**src/rtl/seg7_scan_driver.sv**
```systemverilog
// Time-multiplexed N-digit seven-segment driver with frame-synchronous double buffering.
// Define SEG7_LZB_EN to enable leading-zero blanking of the shadow data.
module seg7_scan_driver #(
   parameter int unsigned NUM_DIGITS = 4,
   parameter int unsigned SCAN_DIV   = 100000,
   parameter int unsigned GUARD_CYC  = 2
) (
   input  logic                      clk,
   input  logic                      rst,
   input  logic [4*NUM_DIGITS-1:0]   value,
   input  logic [NUM_DIGITS-1:0]     dp_in,
   input  logic [NUM_DIGITS-1:0]     blank_in,
   input  logic                      hex_mode,
   input  logic                      load,
   output logic                      busy,
   output logic                      frame_tick,
   output logic [6:0]                seg,
   output logic                      dp,
   output logic [NUM_DIGITS-1:0]     an
);

   localparam int unsigned IW = (NUM_DIGITS > 1) ? $clog2(NUM_DIGITS) : 1;
   localparam int unsigned CW = $clog2(SCAN_DIV);
   localparam int unsigned VW = 4 * NUM_DIGITS;

   logic [CW-1:0]         cnt;
   logic [IW-1:0]         idx;
   logic [VW-1:0]         pend_val;
   logic [NUM_DIGITS-1:0] pend_dp;
   logic [NUM_DIGITS-1:0] pend_blank;
   logic [VW-1:0]         sh_val;
   logic [NUM_DIGITS-1:0] sh_dp;
   logic [NUM_DIGITS-1:0] sh_blank;

   logic                  slot_end_c;
   logic                  last_digit_c;
   logic                  boundary_c;
   logic                  pre_boundary_c;
   logic                  lit_c;
   logic                  dark_c;
   logic [3:0]            nib_c;
   logic [VW-1:0]         next_val_c;
   logic [NUM_DIGITS-1:0] next_dp_c;
   logic [NUM_DIGITS-1:0] next_blank_c;

   // Segment patterns {g,f,e,d,c,b,a}, active low; A..F only light up in hex mode.
   function automatic logic [6:0] decode(input logic [3:0] n, input logic hex);
      logic [6:0] s;
      s = 7'b1111111;
      case (n)
         4'h0: s = 7'b1000000;
         4'h1: s = 7'b1111001;
         4'h2: s = 7'b0100100;
         4'h3: s = 7'b0110000;
         4'h4: s = 7'b0011001;
         4'h5: s = 7'b0010010;
         4'h6: s = 7'b0000010;
         4'h7: s = 7'b1111000;
         4'h8: s = 7'b0000000;
         4'h9: s = 7'b0010000;
         4'hA: s = hex ? 7'b0001000 : 7'b1111111;
         4'hB: s = hex ? 7'b0000011 : 7'b1111111;
         4'hC: s = hex ? 7'b1000110 : 7'b1111111;
         4'hD: s = hex ? 7'b0100001 : 7'b1111111;
         4'hE: s = hex ? 7'b0000110 : 7'b1111111;
         4'hF: s = hex ? 7'b0001110 : 7'b1111111;
      endcase
      return s;
   endfunction

`ifdef SEG7_LZB_EN
   logic [NUM_DIGITS-1:0] lzb;

   // Walk from the most significant nibble down; digit 0 is never blanked.
   function automatic logic [NUM_DIGITS-1:0] lzb_of(input logic [VW-1:0] v);
      logic [NUM_DIGITS-1:0] m;
      logic [VW-1:0]         t;
      logic                  lead;
      m    = '0;
      t    = v;
      lead = 1'b1;
      for (int i = 1; i < int'(NUM_DIGITS); i++) begin
         lead = lead & (t[VW-1 -: 4] == 4'h0);
         m    = (m << 1) | NUM_DIGITS'(lead);
         t    = t << 4;
      end
      return m << 1;
   endfunction
`endif

   always_comb begin
      slot_end_c     = (cnt == CW'(SCAN_DIV - 1));
      last_digit_c   = (idx == IW'(NUM_DIGITS - 1));
      boundary_c     = slot_end_c & last_digit_c;
      pre_boundary_c = (cnt == CW'(SCAN_DIV - 2)) & last_digit_c;
      lit_c          = (cnt >= CW'(GUARD_CYC));
      nib_c          = sh_val[{idx, 2'b00} +: 4];
      next_val_c     = load ? value    : pend_val;
      next_dp_c      = load ? dp_in    : pend_dp;
      next_blank_c   = load ? blank_in : pend_blank;
`ifdef SEG7_LZB_EN
      dark_c         = sh_blank[idx] | lzb[idx];
`else
      dark_c         = sh_blank[idx];
`endif
   end

   always_ff @(posedge clk) begin
      if (rst) begin
         cnt        <= '0;
         idx        <= '0;
         pend_val   <= '0;
         pend_dp    <= '0;
         pend_blank <= '0;
         sh_val     <= '0;
         sh_dp      <= '0;
         sh_blank   <= '0;
         busy       <= 1'b0;
         frame_tick <= 1'b0;
         an         <= '1;
         seg        <= 7'b1111111;
         dp         <= 1'b1;
`ifdef SEG7_LZB_EN
         lzb        <= lzb_of('0);
`endif
      end else begin
         cnt <= slot_end_c ? '0 : cnt + CW'(1);
         if (slot_end_c)
            idx <= last_digit_c ? '0 : idx + IW'(1);

         // Registered one cycle early so the pulse lands on the boundary cycle itself.
         frame_tick <= pre_boundary_c;

         if (load) begin
            pend_val   <= value;
            pend_dp    <= dp_in;
            pend_blank <= blank_in;
         end

         // A load coinciding with the boundary bypasses pending straight into shadow.
         if (boundary_c) begin
            sh_val   <= next_val_c;
            sh_dp    <= next_dp_c;
            sh_blank <= next_blank_c;
            busy     <= 1'b0;
`ifdef SEG7_LZB_EN
            lzb      <= lzb_of(next_val_c);
`endif
         end else if (load) begin
            busy <= 1'b1;
         end

         an  <= lit_c ? ~(NUM_DIGITS'(1) << idx) : '1;
         seg <= dark_c ? 7'b1111111 : decode(nib_c, hex_mode);
         dp  <= sh_blank[idx] ? 1'b1 : ~sh_dp[idx];
      end
   end

endmodule

```
**config.mk**
```make
export PLATFORM = sky130hd
export DESIGN_NAME = seg7_scan_driver
export DESIGN_NICKNAME = d
export VERILOG_FILES = /design/src/rtl/seg7_scan_driver.sv
export SDC_FILE = /design/constraint.sdc
export NUM_CORES = 1
export LEC_CHECK = 0
export ABC_CLOCK_PERIOD_IN_PS = 2000
export CAP_MARGIN = 20
export CORE_MARGIN = 5
export CORE_UTILIZATION = 35
export CTS_CLUSTER_SIZE = 25
export DETAILED_ROUTE_END_ITERATION = 8
export PLACE_DENSITY = 0.63
export SYNTH_ARGS = -nofsm -noshare
export SYNTH_HDL_FRONTEND = slang
export SYNTH_SLANG_ARGS = --single-unit
```
**constraint.sdc**
```tcl
create_clock -name clk -period 2 [get_ports clk]
set_input_delay 0.3 -clock clk [delete_from_list [all_inputs] [get_ports clk]]
set_output_delay 0.3 -clock clk [all_outputs]
set_load 0.01 [all_outputs]
```
==> results.cfg, run 1 <==
[detailed_routing]
final_antenna_net_count = 0
route.detailed.vias_per_inst = 5.076
routed_wl_um = 7024
drc_viols = 0
avgRoutedWirePerCell_um = 14.13
detailedRoute.firstPassIterationCount = 4
num_vias = 2523
first_iter_violations = 73

[finish]
highest_count_cells_in_the_layout_ignoring_fill_and_taps = sky130_fd_sc_hd__dfxtp_1 (80), sky130_fd_sc_hd__nor2_1 (45), sky130_fd_sc_hd__clkdlybuf4s50_1 (41), sky130_fd_sc_hd__buf_4 (27)
finalNonFillerCells = 497
n_antenna_cell = 0
final_area_um2 = 4208
layout.nets = 415
final.fill_count = 871
layout.core_utilization_pct = 45.97
regArea_um2 = 1623
commonest_non_fill_non_tap_cell_in_the_layout = sky130_fd_sc_hd__dfxtp_1
drive_above_1_share_pct = 15.54
multi_input_area_um2 = 1514
layout-area-overhead-vs-synth_pct = 29.25

[timing]
layout_worst_path_cycle_share_pct = 97.11
setup-tns-final_ns = 0
hold_ws_ns = 0.4825
worst_pin_slew_ns = 0.3604
worst_slew_margin_rel_pct = 75.66
period_minus_slack_ns = 1.942
setup_slack_ns = 0.05786
finalHoldViolations = 0
rsz0062_at_grt = false
max_freq_mhz = 514.9
finalClockSkew_ns = 0.01226
final-max-slew-violation-count = 0
final-setup-viol-count = 0

[yosys]
netlist_instances = 320
yosysSeqAreaShare_pct = 49.81
postSynth.asyncResetShare_pct = 0
synth.net_count = 354
synth-seq-cells = 81
synth_enable_flop_cells = 0
synth.yosys.warnings = 0
syn_avg_cell_area_um2 = 10.17
synth_ff_type = sky130_fd_sc_hd__dfxtp_1
netlist-cell-type-count = 40
syn-cell-area_um2 = 3256

[clock_tree]
cts_hold_repair.buffers = 0
tritoncts.num_buffers = 9
cts_tree = yes
clock_latency_ns = 0.34
htree_num_levels = 3
clock_sinks = 81
worst_case_clock_buffer_depth = 2
clk_root_buffer_cell = sky130_fd_sc_hd__clkbuf_8
clkTransAtPathRegs_ns = 0.09

[global_route]
antenna_found_initial = 0
grt_util_all_layers_pct = 13.18
grt_first_pass_wirelength_um = 11960
grt_overflow_total = 0
first_global_vias = 2516
grt_start_max_net_pins = 26

[power_and_ir_drop]
post-layout-total-power_mw = 3.172
power_density_nw_per_um2 = 753.7
vdd_ir_drop_max_uv = 387.4
switching_share_pct = 21.84
power.leakage_nw = 1.766
intPower_mw = 2.479
share_seq_of_total_power_pct = 52.7
power.clock.fraction_pct = 40.2
combinationalPowerShare_pct = 7.2
p_switching_uw = 692.7

[placed_design]
post_dp_cell_area_um2 = 3938
place_congestion = 0.8625
placedCellCount = 477
hpwl_reported_at_the_end_of_detailed_placement_um = 5148
port_buffers = 41
detailedPlace.worstSlack_ns = 0.009261

[floorplan]
dieHeight_um = 106.4
design.portCount = 42
start_util_pct = 35.57
core-area_um2 = 9153
floorplan.rows = 35
die_width_um = 106.4
floorplan.die_area_um2 = 11330

[critical_path]
worst-setup-path-type = register to register
worst_r2r_path_depth = 6
worst_reg2reg_path_startpoint = cnt[13]
worstPathRequired_ns = 2.28
worstPathMaxFanout = 12
setup.worst_path.end_class = register
timing.critical_path.from_type = register
startpoint = cnt[13]
critical_path_arrival_ns = 2.23
crit_path_end = sh_val[0]
reg2reg_slack_ns = 0.06
rr_endpoint = sh_val[0]

[run]
max-cap-violations = 0

[status]
status = complete, no violations

[hold_path]
hold_path_class = register to register
power groups by stage:
stage	Sequential, mW	Clock (mW)	Combinational (mW)
final	1.67	1.27	0.227
after global routing	1.68	1.36	0.251
after CTS	1.67	1.30	0.230
after detailed placement	1.71	0	0.229
after global placement	1.71	0	0.225
after floorplan	1.71	0	0.106
worst min path at each step:
stage          slack (ns)    endpoint       start  cells past startpoint
2_1_floorplan        0.45      cnt[0]      cnt[0]                      1
3_3_place_gp         0.45        busy        busy                      1
3_5_place_dp         0.47  sh_val[11]  sh_val[11]                      1
4_1_cts              0.49  sh_val[11]  sh_val[11]                      1
5_1_grt              0.51   sh_val[4]   sh_val[4]                      1
6_report             0.48        busy        busy                      1
registers in the layout, summed over array words and instances, names as in the netlist:
register / flops
an: 4
busy: 1
cnt: 17
dp: 1
frame_tick: 1
idx: 2
pend_blank: 4
pend_dp: 4
pend_val: 16
seg: 7
sh_blank: 4
sh_dp: 4
sh_val: 16
worst max-delay path: stages, from the launching register on:
cell                      delay, ns
sky130_fd_sc_hd__dfxtp_1       0.32
sky130_fd_sc_hd__or4_4         0.55
sky130_fd_sc_hd__or4_4         0.46
sky130_fd_sc_hd__nor3_4        0.15
sky130_fd_sc_hd__buf_4         0.15
sky130_fd_sc_hd__buf_12        0.12
sky130_fd_sc_hd__o22a_1        0.13
what timing repair did:
action / in CTS / in global routing
pin swaps: 2 / 1
cloned: 1 / 0
setup buffers: 3 / 0
endpoints found under the setup margin: 24 / 28
gates resized for setup: 2 / 2
cell families after synthesis:
logic type	share of synthesized area (%)
and+or+nand+nor	15.80
DFF	49.81
AOI/OAI and AO/OA	13.03
buffers and inverters	4.035
muxes	11.53
xor gates and xnor gates	3.497
adders and majority gates	2.306
layer usage:
| metal | vias to the layer above | part of all wire, % | global-route usage [%] |
|---|---|---|---|
| met1 | 1189 | 47 | 15.92 |
| met5 | - | 0 | 0 |
| met2 | 57 | 47 | 22.31 |
| li1 | 1268 | - | - |
| met4 | 0 | 1.7 | 5.571 |
| met3 | 9 | 4.5 | 3.279 |
cell usage after synthesis (all sizes together), types with 2 or more instances:
| library cell | n | share of area [%] |
|---|---|---|
| dfxtp | 81 | 50 |
| nor2 | 45 | 5.2 |
| mux2i | 24 | 7.4 |
| o22a | 24 | 6.5 |
| clkbuf | 17 | 2.0 |
| a21oi | 12 | 1.8 |
| nand2 | 12 | 1.4 |
| o21ai | 9 | 1.4 |
| inv | 8 | 0.92 |
| nand3 | 8 | 1.2 |
| xnor2 | 8 | 2.2 |
| ha | 6 | 2.3 |
| mux4 | 6 | 4.2 |
| buf | 5 | 1.2 |
| nand4 | 5 | 0.96 |
| nor3 | 5 | 1.1 |
| nor4 | 5 | 1.2 |
| or4 | 5 | 1.4 |
| xor2 | 5 | 1.3 |
| and3 | 4 | 0.77 |
| nand2b | 4 | 0.77 |
| o31ai | 4 | 0.92 |
| or3 | 3 | 0.58 |
| a211oi | 2 | 0.46 |
| o21a | 2 | 0.46 |
cell type report:
type	instances	area share (%)
timing repair buffer	72	16.44
inverter	8	0.7136
clock inverter	6	1.963
tap	111	3.301
sequential	81	38.57
clock buffer	10	3.033
multi-input combinational	209	35.98
Note: power is estimated with default switching activity, not from simulation.
==> inputs of run 2 (changes only) <==
Settings changed: ABC_CLOCK_PERIOD_IN_PS 2000 to 1800, CORE_ASPECT_RATIO set to 0.9, PLACE_DENSITY 0.63 to 0.61.
Clock period 2 ns to 1.8 ns, I/O delays scaled along.
==> results.cfg, run 2 (synthesis results as in run 1) <==
[status]
status = complete, but fails checks
failed_checks = negative setup slack

[detailed_routing]
routed_wl_um = 7197
num_vias = 2549
first_iter_violations = 81
route.detailed.vias_per_inst = 4.865
avgRoutedWirePerCell_um = 13.73
final_antenna_net_count = 0
detailedRoute.firstPassIterationCount = 4
drc_viols = 0

[critical_path]
worst-setup-path-type = register to register
cell_with_the_biggest_individual_delay_on_the_critical_path = sky130_fd_sc_hd__or4_4
critical-path-max-stage-delay_ns = 0.56
critical_path_arrival_ns = 2.25
cp_common_cell = sky130_fd_sc_hd__or4_4
setup.worst_path.end_class = register
path_cells = or4_4, or4_4, nor3_4, buf_4, buf_16, o22a_1
worstPathRequired_ns = 2.09
path_buf_inv = 2
critical_path.top_delay_family = simple AND/OR/NAND/NOR gates
worstPathMaxFanout = 12
timing.critical_path.from_type = register

[finish]
drive_above_1_share_pct = 19.40
number_of_flip_flops_in_the_largest_register = 17
n_antenna_cell = 0
commonest_non_fill_non_tap_cell_in_the_layout = sky130_fd_sc_hd__dfxtp_1
registers_with_the_highest_flip_flop_counts = cnt x17, pend_val x16, sh_val x16
layout.nets = 431
layout.core_utilization_pct = 48.47
regArea_um2 = 1624
multi_input_area_um2 = 1544
final_area_um2 = 4403
layout-area-overhead-vs-synth_pct = 35.24
registers.top_by_ff_count = cnt
highest_count_cells_in_the_layout_ignoring_fill_and_taps = sky130_fd_sc_hd__dfxtp_1 (79), sky130_fd_sc_hd__nor2_1 (45), sky130_fd_sc_hd__clkdlybuf4s50_1 (41), sky130_fd_sc_hd__buf_4 (40)
final.fill_count = 847

[placed_design]
post_dp_cell_area_um2 = 4094
place_congestion = 0.8518
hpwl_reported_at_the_end_of_detailed_placement_um = 5102
port_buffers = 41

[clock_tree]
clkTransAtPathRegs_ns = 0.08
clock_latency_ns = 0.35
htree_num_levels = 3
clk_root_buffer_cell = sky130_fd_sc_hd__clkbuf_8
worst_case_clock_buffer_depth = 2
cts_hold_repair.buffers = 0
cts_tree = yes
tritoncts.num_buffers = 9
clock_sinks = 81

[power_and_ir_drop]
vdd_ir_drop_max_uv = 404.7
power.leakage_nw = 1.865
power_density_nw_per_um2 = 781.5

[timing]
finalHoldViolations = 0
final-setup-viol-count = 45
layout_worst_path_cycle_share_pct = 109.0
period_minus_slack_ns = 1.963
worst_slew_margin_rel_pct = 69.86
finalClockSkew_ns = 0.01044
rsz0062_at_grt = true
worst_pin_slew_ns = 0.4507
max_freq_mhz = 509.5
setup_slack_ns = -0.1628
final-max-slew-violation-count = 0

[global_route]
grt_start_max_net_pins = 26
grt_overflow_total = 0
first_global_vias = 2505
grt_first_pass_wirelength_um = 11990
grt_util_all_layers_pct = 13.22
antenna_found_initial = 0

[floorplan]
core-area_um2 = 9084
die_width_um = 111.7
design.portCount = 42
start_util_pct = 35.84
floorplan.die_area_um2 = 11330
floorplan.rows = 33
dieHeight_um = 101.5

[hold_path]
hold_path_class = register to register

[run]
max-cap-violations = 0
## run 2: cell types whose count changed in the layout (fill, tap and decap cells not counted), moves of 2 or more
cell and delta:
sky130_fd_sc_hd__buf_4 +13, sky130_fd_sc_hd__buf_12 +2, sky130_fd_sc_hd__clkinv_2 -2, sky130_fd_sc_hd__clkinv_4 +2, sky130_fd_sc_hd__o21ai_0 -2, sky130_fd_sc_hd__o21ai_1 +2
## run 2: metrics by stage
stage          std cells  TNS, ns  power, mW  setup WS (ns)  hold WS, ns
2_1_floorplan        320   -3.335      2.021        -0.1499       0.4426
3_3_place_gp         501   -2.714      2.154        -0.1226       0.4490
3_5_place_dp         501   -3.472      2.157        -0.1535       0.4606
4_1_cts              520   -3.409      3.468        -0.1491       0.4800
5_1_grt              524   -9.910      3.597        -0.2542       0.5000
6_report             524   -5.930      3.441        -0.1628       0.4748
## run 2: path summary, 6_finish.rpt
| path | start | end | slack [ns] | cells past startpoint |
|---|---|---|---|---|
| worst max register to register | cnt[13] | sh_dp[2] | -0.16 | 6 |
| worst max-delay path | cnt[13] | sh_dp[2] | -0.16 | 6 |
| worst min-delay path | sh_blank[1] | sh_blank[1] | 0.47 | 1 |
| worst min register to register | sh_blank[1] | sh_blank[1] | 0.47 | 1 |
## run 2: what timing repair did
| item | in CTS | in global routing |
|---|---|---|
| cloned | 1 | 1 |
| buffers inserted | 2 | 3 |
| setup endpoints to repair | 30 | 50 |
| endpoints found under the hold margin | 0 | 0 |
| pin swaps | 1 | 2 |
| gates resized for setup | 2 | 4 |
## run 2: cell type report
class,instances,area share [%]
clock buffers,12,3.296
clock inverters,4,1.194
inverters,8,0.6820
multi-input cells,209,35.07
flip-flops and latches,81,36.89
well taps,122,3.467
repair buffers,88,19.41
## run 2: layer usage
layer	track usage, %	part of all wire, %
met4	3.648	1.4
met1	16.42	47
met3	5.137	4.7
met5	0	0
met2	21.61	47
## run 2: power by group
| group | total [mW] | leakage, nW | switching [mW] | internal, mW |
|---|---|---|---|---|
| combinational | 0.263 | 1.10 | 0.115 | 0.148 |
| clock | 1.32 | 0.101 | 0.639 | 0.683 |
| sequential | 1.86 | 0.662 | 0.0170 | 1.84 |
